$ cat src/rtl/seg7_pkg.sv
// seg7_pkg: shared seven-segment constants and active-low hex segment table
package seg7_pkg;
    localparam logic [6:0] SEG_BLANK = 7'h7F;
    localparam logic [3:0] AN_OFF = 4'hF;
    localparam int NUM_DIGITS = 4;
    localparam logic [6:0] SEG_TABLE [16] = '{
        7'h40, 7'h79, 7'h24, 7'h30, 7'h19, 7'h12, 7'h02, 7'h78,
        7'h00, 7'h10, 7'h08, 7'h03, 7'h46, 7'h21, 7'h06, 7'h0E
    };
    function automatic logic [6:0] hex_to_seg(input logic [3:0] nibble);
        return SEG_TABLE[nibble];
    endfunction
endpackage

$ cat src/rtl/hex7seg_decoder.sv
// hex7seg_decoder: combinational nibble to active-low {g,f,e,d,c,b,a} decoder
module hex7seg_decoder
    import seg7_pkg::*;
(
    input  logic [3:0] nibble,
    output logic [6:0] seg
);
    assign seg = hex_to_seg(nibble);
endmodule

$ cat src/rtl/seg7_scan_driver.sv
// seg7_scan_driver: 4-digit common-anode scan driver, double-buffered data (SEG7_LEADING_ZERO_BLANK_EN blanks leading zeros)
module seg7_scan_driver
    import seg7_pkg::*;
#(
    parameter int REFRESH_DIV = 100000,
    parameter int BLANK_CYCLES = 1000
) (
    input  logic        clk,
    input  logic        rst_n,
    input  logic        wr_en,
    input  logic [15:0] wr_data,
    input  logic [3:0]  wr_dp,
    output logic [3:0]  an,
    output logic [6:0]  seg,
    output logic        dp,
    output logic [1:0]  digit_sel,
    output logic        frame_tick
);
    localparam int CW = $clog2(REFRESH_DIV);
    localparam logic [CW-1:0] TERM = CW'(REFRESH_DIV - 1);
    localparam logic [CW-1:0] BLANK = CW'(BLANK_CYCLES);
    logic [CW-1:0] cnt;
    logic [15:0] pend_data, act_data;
    logic [3:0] pend_dp, act_dp, nib;
    logic [6:0] dec_seg;
    logic pend_valid, term, boundary, off, hide;
    assign term = cnt == TERM;
    assign boundary = term && digit_sel == 2'd3;
    assign frame_tick = boundary;
    assign nib = act_data[{digit_sel, 2'b00} +: 4];
`ifdef SEG7_LEADING_ZERO_BLANK_EN
    logic z3, z2, z1;
    assign z3 = act_data[15:12] == 4'd0;
    assign z2 = z3 && act_data[11:8] == 4'd0;
    assign z1 = z2 && act_data[7:4] == 4'd0;
    assign hide = digit_sel == 2'd3 ? z3 : digit_sel == 2'd2 ? z2 : digit_sel == 2'd1 ? z1 : 1'b0;
`else
    assign hide = 1'b0;
`endif
    assign off = cnt < BLANK || hide;
    hex7seg_decoder u_dec (
        .nibble(nib),
        .seg(dec_seg)
    );
    always_ff @(posedge clk or negedge rst_n) begin
        if (!rst_n) begin
            cnt <= '0;
            digit_sel <= 2'd0;
            pend_data <= 16'd0;
            pend_dp <= 4'd0;
            pend_valid <= 1'b0;
            act_data <= 16'd0;
            act_dp <= 4'd0;
            an <= AN_OFF;
            seg <= SEG_BLANK;
            dp <= 1'b1;
        end else begin
            cnt <= term ? '0 : cnt + 1'b1;
            if (term)
                digit_sel <= digit_sel + 2'd1;
            if (wr_en) begin
                pend_data <= wr_data;
                pend_dp <= wr_dp;
            end
            pend_valid <= wr_en || (pend_valid && !boundary);
            if (boundary && pend_valid) begin
                act_data <= pend_data;
                act_dp <= pend_dp;
            end
            an <= off ? AN_OFF : ~(4'b0001 << digit_sel);
            seg <= off ? SEG_BLANK : dec_seg;
            dp <= off || !act_dp[digit_sel];
        end
    end
endmodule

$ cat config.mk
export PLATFORM = sky130hd
export DESIGN_NAME = seg7_scan_driver
export DESIGN_NICKNAME = d
export VERILOG_FILES = /design/src/rtl/seg7_pkg.sv /design/src/rtl/hex7seg_decoder.sv /design/src/rtl/seg7_scan_driver.sv
export SDC_FILE = /design/constraint.sdc
export NUM_CORES = 1
export LEC_CHECK = 0
export ABC_AREA = 0
export CAP_MARGIN = 40
export CORE_MARGIN = 2
export CORE_UTILIZATION = 60
export CTS_CLUSTER_DIAMETER = 200
export CTS_CLUSTER_SIZE = 25
export DETAILED_ROUTE_END_ITERATION = 10
export PLACE_DENSITY = 0.9
export SLEW_MARGIN = 20
export SYNTH_ARGS = -nofsm -noshare
export SYNTH_HDL_FRONTEND = slang
export SYNTH_SLANG_ARGS = --single-unit
$ cat constraint.sdc
create_clock -name clk -period 6.43 [get_ports clk]
set_clock_uncertainty 0.15 [all_clocks]
set_input_delay 1.6075 -clock clk [delete_from_list [all_inputs] [get_ports clk]]
set_output_delay 1.6075 -clock clk [all_outputs]
set_load 0.05 [all_outputs]
# [After elaboration in Yosys (flattened, before gate mapping)]
# Memory sizes are Yosys's and may differ from the RTL's.
# Index checks and enable logic that the tools add are counted.
[word_totals] reg_bits=72 mem_bits_ro=112 in_bits=23 output_inout_bits=15 elab_cells=36 mem_count=1
[memory_table] name="(name not given)" depth=16 width=7 rd=1 rd_ports_with_merged_regs=0 wr=0 line="seg7_pkg.sv:11" text="return SEG_TABLE[nibble];"
[op_classes] addsub=2 order_cmp=3 eq_ne=2 shift=2 muxes=7 bitwise=2 n_reduce_logical=7
[op_table] operator="2-to-1 mux 7 bit" n=3
[op_table] operator="adder 17 x 1 -> 17 bit (second input constant)" n=1
[op_table] operator="== test 17 bit (second input constant)" n=1
[op_table] operator="< comparator 17 x 10 -> 1 bit (second input constant)" n=1
[op_table] operator="2-to-1 mux 17 bit" n=1
[op_table] operator="variable part select 16 x 5 -> 4 bit" n=1
[op_table] operator=">= comparator 5 bit (second input constant)" n=1
[op_table] operator="inverter 4 -> 5 bit" n=1
[op_table] operator="2-to-1 mux 4 bit" n=1
[op_table] operator="inverter 4 bit" n=1
[op_table] operator="<< shifter 1 x 2 -> 4 bit (first input constant)" n=1
[op_table] operator="logical AND 1 bit" n=3
[op_table] operator="< comparator 2 x 3 -> 1 bit (second input constant)" n=1
[op_table] operator="adder 2 x 1 -> 2 bit (second input constant)" n=1
[op_table] operator="binary-select mux 1 bit (select 2 bit)" n=1
[op_table] operator="== test 2 bit (second input constant)" n=1
[op_table] operator="logical NOT 1 bit" n=2
[op_table] operator="logical OR 1 bit" n=2
[op_table] operator="2-to-1 mux 1 bit" n=1

# [Longest topological paths before layout]
# Gate-level depths: netlist (run 1).
[depth] depth_word=6 ltp_mapped=7 mapped_depth_nobuf=6

# [Modules after synthesis]
# Synthesis (run 1) repeated with hierarchy kept, for this count alone.
[unflattened] hier_cells=237 area_unflattened_um2=3236.9
[modules_own_cells] module="seg7_scan_driver" n_inst=1 cells_per_inst=205 area_per_inst_um2=2961.6 seq_area_each_um2=1816.7
[modules_own_cells] module="hex7seg_decoder" n_inst=1 cells_per_inst=32 area_per_inst_um2=275.3 seq_area_each_um2=0.0

# [Worst setup path before layout (run 1)]
# OpenSTA, ideal clock, no wires.
[synth_path] kind="register -> output" from="register digit_sel[1]" to="output frame_tick" arrival_ns=2.225 t_required_ns=4.672 setup_slack_ns=2.448 stages_incl_launch_ff=4 n_path_buf=0 path_cell_list="dfrtp_1 > ha_1 > inv_1 > nor3_1"
[synth_between] elab_chain_cells=2
[synth_rtl] item="start: declaration" line="seg7_scan_driver.sv:16" text="output logic [1:0] digit_sel,"
[synth_rtl] item="start signal: assignment" line="seg7_scan_driver.sv:60" text="digit_sel <= digit_sel + 2'd1;"
[synth_rtl] item="== test 2 bit" line="seg7_scan_driver.sv:28" text="assign boundary = term && digit_sel == 2'd3;"
[synth_rtl] item="logical AND 1 bit" line="seg7_scan_driver.sv:28"
[synth_rtl] item="end: declaration" line="seg7_scan_driver.sv:17" text="output logic frame_tick"
# No other way between the ends.

# [Final worst setup path (run 1)]
[layout_path] from="register cnt[0]" to="output frame_tick"
[layout_between] elab_chain_cells=2
[layout_rtl] item="start: declaration" line="seg7_scan_driver.sv:22" text="logic [CW-1:0] cnt;"
[layout_rtl] item="start signal: assignment" line="seg7_scan_driver.sv:58" text="cnt <= term ? '0 : cnt + 1'b1;"
[layout_rtl] item="== test 17 bit" line="seg7_scan_driver.sv:27" text="assign term = cnt == TERM;"
[layout_rtl] item="logical AND 1 bit" line="seg7_scan_driver.sv:28"
# No other way between the ends.

==> flow_metrics.tcl, run 1 <==
set metrics [dict create \
    worst_r2r_path_depth 6 \
    hold_path_class "reg2reg" \
    synth.area.mux_share_pct 19.3 \
    maxSlewViolCount 0 \
    p_leak_nw 1.68 \
    fmax_mhz 229 \
    io_pins 38 \
    antennaDiodeCount 0 \
    yosys.area_share.adder_pct 4.27 \
    drt_pre_antenna_iters 4 \
    cap_violations 0 \
    cts_tree "built" \
    grt_pass1_wl_mm 9.78 \
    synth_area_per_cell_um2 13.4 \
    core_um2 5140 \
    hold_viol 0 \
    die_w_um 77.3 \
    crit_chain "ha_1, and4_1, nand2_1, nor3_1, clkdlybuf4s50_1" \
    cp.depth 5 \
    synth_top_family_by_area "multiplexers" \
    start_util_pct 62.8 \
    crit_arrival_ps 2610 \
    reg2reg_to "act_data[2]" \
    netlist_instances 241 \
    setup_viol 0 \
    cts-root-buf "clkbuf_8" \
    io_buffers 37 \
    clock-sinks 72 \
    synth_warnings 0 \
    grt_max_degree 42 \
    nets 318 \
    synth_seq_cells 72 \
    totalWireLength_mm 5.68 \
    synth-edff-count 0 \
    synthArstFlopShare_pct 100 \
    final_common_cell "dfrtp_1" \
    antenna_found_initial 0 \
    placed_cells 343 \
    syn_nets 275 \
    synth_compound_area_share_pct 3.37 \
    num_rows 26 \
    clockBufferDepth 2 \
    critPathCapture "frame_tick" \
    grt_setup_unrepaired "false" \
    fin_crit_sh_pct 67.9 \
    cts_setup_buffers 0 \
    path_clk_slew_ps 70 \
    cp-start-kind "register" \
    synthSimpleGateAreaFrac_pct 9.97 \
    required_ps 4670 \
    place.gp.congestion 0.852 \
    grt_pass1_vias 2095 \
    mostFrequentLayoutCells "dfrtp_1, mux2_2, clkdlybuf4s50_1, nand2_1" \
    irDropWorstVdd_mv 0.197 \
    wire_per_inst_um 15.8 \
    ys.flop_type "dfrtp_1" \
    drtIter0Drc 70 \
    synth_area_um2 3230 \
    via_per_inst 5.51 \
    critPathMaxStageDelay_ps 860 \
    insertion_delay_ps 340 \
    critPathBufInv 1 \
    power.density_nw_per_um2 227 \
    crit_family "buffers and inverters" \
    postCtsHoldBufs 0 \
    criticalPathCategory "reg2out" \
    htreeDepth 3 \
    areaGrowthSynthToFinish_pct 20.7 \
    die_h_um 77.3 \
    cts_resized 0 \
    crit_slowest_cell "clkdlybuf4s50_1" \
    ant_nets 0 \
    setup_tns_ps 0 \
    numCtsBuffers 9 \
    r2r-start "cnt[0]" \
    synth_top_area_share_pct 46.5 \
    grt-ovfl-total 0 \
    startpoint "cnt[0]" \
    grt_util_all_layers_pct 21.3 \
    period_minus_slack_ps 4370 \
    yosysUniqueCellTypes 42 \
    relSlewSlack_pct 64.1 \
    drc 0 \
    yosysSeqAreaShare_pct 56.3 \
    crit_path_end_kind "primary output" \
    synthTopCellsByArea "dfrtp_1, mux2_2, dfstp_2" \
    layout.cells.non_filler 359 \
    path_max_fanout 7 \
    outcome "completed" \
    dp.final_hpwl_mm 4.08 \
    drive_gt1_share_pct 28.4 \
    synth_xor_area_share_pct 3.80 \
    via_count 1979 \
    regToRegSetupSlack_ps 4000 \
    die-area_um2 5980 \
    worst_slew_pin_slew_ps 537 \
    yosys.area.top_type "dfrtp_1" \
]
[final cells by class]
cell class                 count  area (um2)
clock buffer                  12         165
clock inverter                 4        51.3
timing repair buffer          41         415
fill                         337        1250
multi-input combinational    150        1320
inverter                      10        37.5
tap                           70        87.6
sequential                    72        1820
[power breakdown]
| part | internal [W] | switching, W | total (W) |
|---|---|---|---|
| Combinational | 0.0000249 | 0.0000156 | 0.0000405 |
| Clock | 0.000211 | 0.000161 | 0.000372 |
| Sequential | 0.000466 | 0.00000696 | 0.000473 |
[cells by family (layout without fill, tap and decap cells)]
logic type,Yosys count,after routing
buffers and inverters,19,67
AO/OA/AOI/OAI,16,16
flip-flops,72,72
XOR/XNOR,14,14
multiplexers,50,50
adder cells (fa/ha/maj),11,11
AND/OR/NAND/NOR,59,59
[synth_stat cells, types with 6 or more instances]
cell type / n
inv_1: 10
dfstp_2: 12
nand3_1: 7
nand4_1: 6
nor2_1: 10
ha_1: 11
nand2_1: 15
mux2_2: 41
dfrtp_1: 60
xnor2_1: 10
[how the worst min path moves through the flow]
stage          cells past startpoint        end  startpoint
2_1_floorplan                      1  act_dp[3]   act_dp[3]
3_3_place_gp                       1     cnt[0]      cnt[0]
3_5_place_dp                       1     cnt[0]      cnt[0]
4_1_cts                            1     cnt[0]      cnt[0]
5_1_grt                            1     cnt[0]      cnt[0]
6_report                           1     cnt[0]      cnt[0]
[per-layer routing]
layer | global-route usage (%) | share of wire [%]
met2 | 34.3 | 51
met5 | 0 | 0
met4 | 9.64 | 1.9
met1 | 28.1 | 44
met3 | 4.24 | 2.9
[flip-flops by register name, summed over array words and instances (netlist names)]
register	count
pend_valid	1
act_data	16
seg	7
pend_data	16
cnt	17
pend_dp	4
digit_sel	2
act_dp	4
an	4
dp	1
[through the flow]
step | hold WS, ps | worst slack, ps | area, um2 | total power [W] | utilization [%]
6_report | 343 | 2060 | 3890 | 0.000885 | 75.7
5_1_grt | 366 | 1960 | 3890 | 0.000918 | 75.7
4_1_cts | 343 | 2070 | 3890 | 0.000891 | 75.7
3_5_place_dp | 333 | 2460 | 3680 | 0.000522 | 71.5
3_3_place_gp | 315 | 2490 | 3640 | 0.000517 | 70.8
2_1_floorplan | 299 | 2450 | 3230 | 0.000493 | -
(Power assumes the default switching activity.)
==> run 2: changes to the inputs <==
- CORE_UTILIZATION: 60 -> 50
- PLACE_DENSITY: 0.9 -> 0.8
- clock period: 6.43 -> 3.9 ns (I/O delays scaled with it)
==> flow_metrics.tcl, run 2 (synthesized netlist as in run 1, its figures left out) <==
set metrics [dict create \
    fin_crit_sh_pct 94.7 \
    wire_per_inst_um 14.5 \
    fin_util_pct 61.7 \
    largest-register "cnt" \
    start_util_pct 51.4 \
    crit_family "buffers and inverters" \
    critPathMaxStageDelay_ps 850 \
    clock_power_share_pct 39.7 \
    cp.depth 5 \
    areaGrowthSynthToFinish_pct 20.0 \
    totalWireLength_mm 5.30 \
    critPathBufInv 1 \
    comb_power_share_pct 4.7 \
    antenna_found_initial 0 \
    setup_tns_ps 0 \
    via_count 1955 \
    via_per_inst 5.36 \
    worst_r2r_path_depth 7 \
    setup_viol 0 \
    postCtsHoldBufs 0 \
    dp.final_hpwl_mm 3.80 \
    outcome "completed" \
    path_clk_slew_ps 70 \
    min_path_cells 1 \
    hold_path_class "reg2reg" \
    io_buffers 37 \
    io_pins 38 \
    irDropWorstVdd_mv 0.231 \
    whs_ps 336 \
    cts-root-buf "clkbuf_8" \
    fillerInstances 494 \
    crit_path_end_kind "primary output" \
    final_common_cell "dfrtp_1" \
    htreeDepth 3 \
    num_rows 29 \
    grt_pass1_vias 1999 \
    grt-ovfl-total 0 \
    die_h_um 84.3 \
    grt_pass1_wl_mm 9.29 \
    die_w_um 84.3 \
    drc 0 \
    ant_nets 0 \
    place.gp.congestion 0.839 \
    hold_viol 0 \
    path_max_fanout 7 \
    clock-sinks 72 \
    die-area_um2 7110 \
    crit_slowest_cell "clkdlybuf4s50_1" \
    fmax_mhz 271 \
    antennaDiodeCount 0 \
    p_leak_nw 1.67 \
    crit_chain "ha_1, and4_1, nand2_1, nor3_1, clkdlybuf4s50_1" \
    nets 318 \
    cts_tree "built" \
    drive_gt1_share_pct 28.1 \
    switching_share_pct 21.6 \
    largest_register_ffs 17 \
    clockBufferDepth 2 \
    drt_pre_antenna_iters 5 \
    worst_slew_pin_slew_ps 740 \
    maxSlewViolCount 0 \
    grt_setup_unrepaired "false" \
    period_minus_slack_ps 3690 \
    crit_arrival_ps 2570 \
    p_int_w 0.00110 \
    insertion_delay_ps 340 \
    criticalPathCategory "reg2out" \
    switchingPower_w 0.000303 \
    core_um2 6280 \
    pre_cts_ws_ps 567 \
    relSlewSlack_pct 50.7 \
    required_ps 2770 \
    cts_resized 0 \
    mostFrequentLayoutCells "dfrtp_1, mux2_2, clkdlybuf4s50_1, nand2_1, dfstp_2" \
    power_frac_seq_pct 55.6 \
    grt_util_all_layers_pct 16.7 \
    cp-start-kind "register" \
    fin_ws_ps 205 \
    cts_setup_buffers 0 \
    grt_max_degree 41 \
    cap_violations 0 \
    drtIter0Drc 78 \
    power.density_nw_per_um2 362 \
    largest_registers "cnt (17), act_data (16), pend_data (16)" \
    numCtsBuffers 9 \
]
-- run 2: cell count changes in the layout (fill, tap and decap cells not counted) --
| cell | previous run | this run |
|---|---|---|
| clkbuf_8 | 12 | 9 |
| clkinv_2 | 1 | 3 |
-- run 2: area by class of cell --
type	instances	area, um2	share of cell area [%]
Sequential cell	72	1820	46.9
Multi-Input combinational cell	150	1320	34.1
Tap cell	77	96.3	2.49
Clock buffer	9	124	3.20
Timing Repair Buffer	41	415	10.7
Clock inverter	6	61.3	1.58
Inverter	10	37.5	0.970
-- run 2: worst paths after layout --
kind	slack [ps]	to	start
max	210	frame_tick	cnt[0]
max in group asynchronous	2330	seg[4]	rst_n
min in group asynchronous	550	cnt[0]	rst_n
min reg2reg	340	act_dp[3]	act_dp[3]
min	340	act_dp[3]	act_dp[3]
max reg2reg	1560	seg[3]	digit_sel[0]
-- run 2: metal layers --
metal / vias to the layer above / wire length (um) / track usage [%] / part of all wire, %
met5: - / 0 / 0 / 0
met4: 0 / 98 / 7.04 / 1.8
met3: 7 / 199 / 4.72 / 3.8
met2: 43 / 2540 / 26.5 / 48
met1: 960 / 2470 / 21.6 / 47
li1: 945 / - / - / -
-- run 2: power by group through the flow --
stage	combinational (W)	clock [W]	sequential [W]
floorplan	0.0000250	0	0.000788
global placement	0.0000642	0	0.000792
global route	0.0000738	0.000600	0.000781
CTS	0.0000680	0.000572	0.000779
finish	0.0000660	0.000555	0.000779
detailed placement	0.0000677	0	0.000793
-- run 2: through the flow --
stage	std cells	power [W]	cell area [um2]
2_1_floorplan	241	0.000813	3230
3_3_place_gp	349	0.000856	3670
3_5_place_dp	350	0.000861	3680
4_1_cts	365	0.00142	3870
5_1_grt	365	0.00145	3870
6_report	365	0.00140	3870
==> run 3: changes to the inputs <==
- CAP_MARGIN: 40 -> 10
==> flow_metrics.tcl, run 3 (synthesized netlist as in run 1, its figures left out) <==
set metrics [dict create \
    outcome "completed" \
    io_buffers 37 \
    die-area_um2 7110 \
    reg2reg_to "seg[3]" \
    fin_crit_sh_pct 94.7 \
    cap_violations 0 \
    grt_setup_unrepaired "false" \
    drc 0 \
    io_pins 38 \
    fillerInstances 480 \
    dp.final_hpwl_mm 3.74 \
    grt-ovfl-total 0 \
    nets 317 \
    cts_resized 0 \
    power.density_nw_per_um2 396 \
    insertion_delay_ps 350 \
    r2r-start "digit_sel[0]" \
    drtIter0Drc 95 \
    criticalPathCategory "reg2out" \
    critPathCapture "frame_tick" \
    path_max_fanout 7 \
    grt_pass1_vias 2029 \
    setup_viol 0 \
    cts-root-buf "clkbuf_8" \
    worst_r2r_path_depth 7 \
    via_count 1952 \
    required_ps 2770 \
    htreeDepth 3 \
    totalWireLength_mm 5.43 \
    clockBufferDepth 2 \
    final_common_cell "dfrtp_1" \
    hold_viol 0 \
    hold_path_class "reg2reg" \
    maxSlewViolCount 0 \
    path_clk_slew_ps 70 \
    p_leak_nw 1.69 \
    irDropWorstVdd_mv 0.272 \
    cp-start-kind "register" \
    drive_gt1_share_pct 28.1 \
    die_h_um 84.3 \
    worst_slew_pin_slew_ps 969 \
    wire_per_inst_um 14.9 \
    drt_pre_antenna_iters 4 \
    cts_tree "built" \
    start_util_pct 51.4 \
    via_per_inst 5.35 \
    antennaDiodeCount 0 \
    ant_nets 0 \
    regToRegSetupSlack_ps 1610 \
    setup_tns_ps 0 \
    core_um2 6280 \
    period_minus_slack_ps 3690 \
    largest_register_ffs 17 \
    relSlewSlack_pct 35.2 \
    grt_max_degree 41 \
    place.gp.congestion 0.839 \
    cts_setup_buffers 0 \
    grt_util_all_layers_pct 16.9 \
    crit_path_end_kind "primary output" \
    startpoint "cnt[0]" \
    areaGrowthSynthToFinish_pct 21.3 \
    numCtsBuffers 9 \
    fmax_mhz 271 \
    grt_pass1_wl_mm 9.32 \
    die_w_um 84.3 \
    fin_util_pct 62.3 \
    postCtsHoldBufs 0 \
    clock-sinks 72 \
    largest-register "cnt" \
    largest_registers "cnt (17), act_data (16), pend_data (16)" \
    antenna_found_initial 0 \
    num_rows 29 \
    mostFrequentLayoutCells "dfrtp_1, mux2_2, clkdlybuf4s50_1, nand2_1, dfstp_2" \
    crit_arrival_ps 2570 \
]
-- run 3: changes by cell type in the layout (fill, tap and decap cells not counted) --
cell	change
clkinv_2	-2
clkinvlp_4	+1
clkinv_4	-1
inv_6	+1
buf_8	-1
bufinv_16	+2
-- run 3: worst min path at each step --
stage	startpoint	endpoint	slack, ps	depth (start not counted)
floorplan	act_dp[3]	act_dp[3]	300	1
global placement	act_dp[3]	act_dp[3]	310	1
detailed placement	act_dp[3]	act_dp[3]	320	1
CTS	act_dp[3]	act_dp[3]	340	1
global route	act_dp[3]	act_dp[3]	360	1
finish	act_dp[3]	act_dp[3]	340	1
-- run 3: area by class of cell --
type	count	area, um2	area share [%]
Sequential cell	72	1820	46.4
Multi-Input combinational cell	150	1320	33.7
Timing Repair Buffer	40	400	10.2
Clock buffer	9	124	3.17
Clock inverter	7	119	3.04
Tap cell	77	96.3	2.46
Inverter	10	37.5	0.959
-- run 3: metal layers --
layer  vias up  GRT usage, %  routed length [um]
li1        937             -                   -
met1       958          21.2                2430
met2        49          27.6                2640
met3         8          3.34                 214
met4         0          9.68                 136
met5         -             0                   0
-- run 3: worst max-delay path, stage by stage, from the launching register on --
cell and delay (ps):
dfrtp_1 400, ha_1 220, and4_1 350, nand2_1 150, nor3_1 260, clkdlybuf4s50_1 850
-- run 3: per-stage QoR --
step / worst slack [ps] / instance area [um2] / instances / hold slack [ps] / total power, W
2_1_floorplan: 550 / 3230 / 241 / 299 / 0.000813
3_3_place_gp: 603 / 3670 / 349 / 309 / 0.000856
3_5_place_dp: 582 / 3670 / 349 / 321 / 0.000860
4_1_cts: 164 / 3910 / 365 / 338 / 0.00157
5_1_grt: 37.5 / 3910 / 365 / 358 / 0.00161
6_report: 205 / 3910 / 365 / 338 / 0.00155
-- run 3: power breakdown --
group | switching [W] | internal, W | total [W]
registers | 0.0000117 | 0.000768 | 0.000779
logic | 0.0000251 | 0.0000393 | 0.0000644
clock network | 0.000281 | 0.000425 | 0.000706
total | 0.000318 | 0.00123 | 0.00155
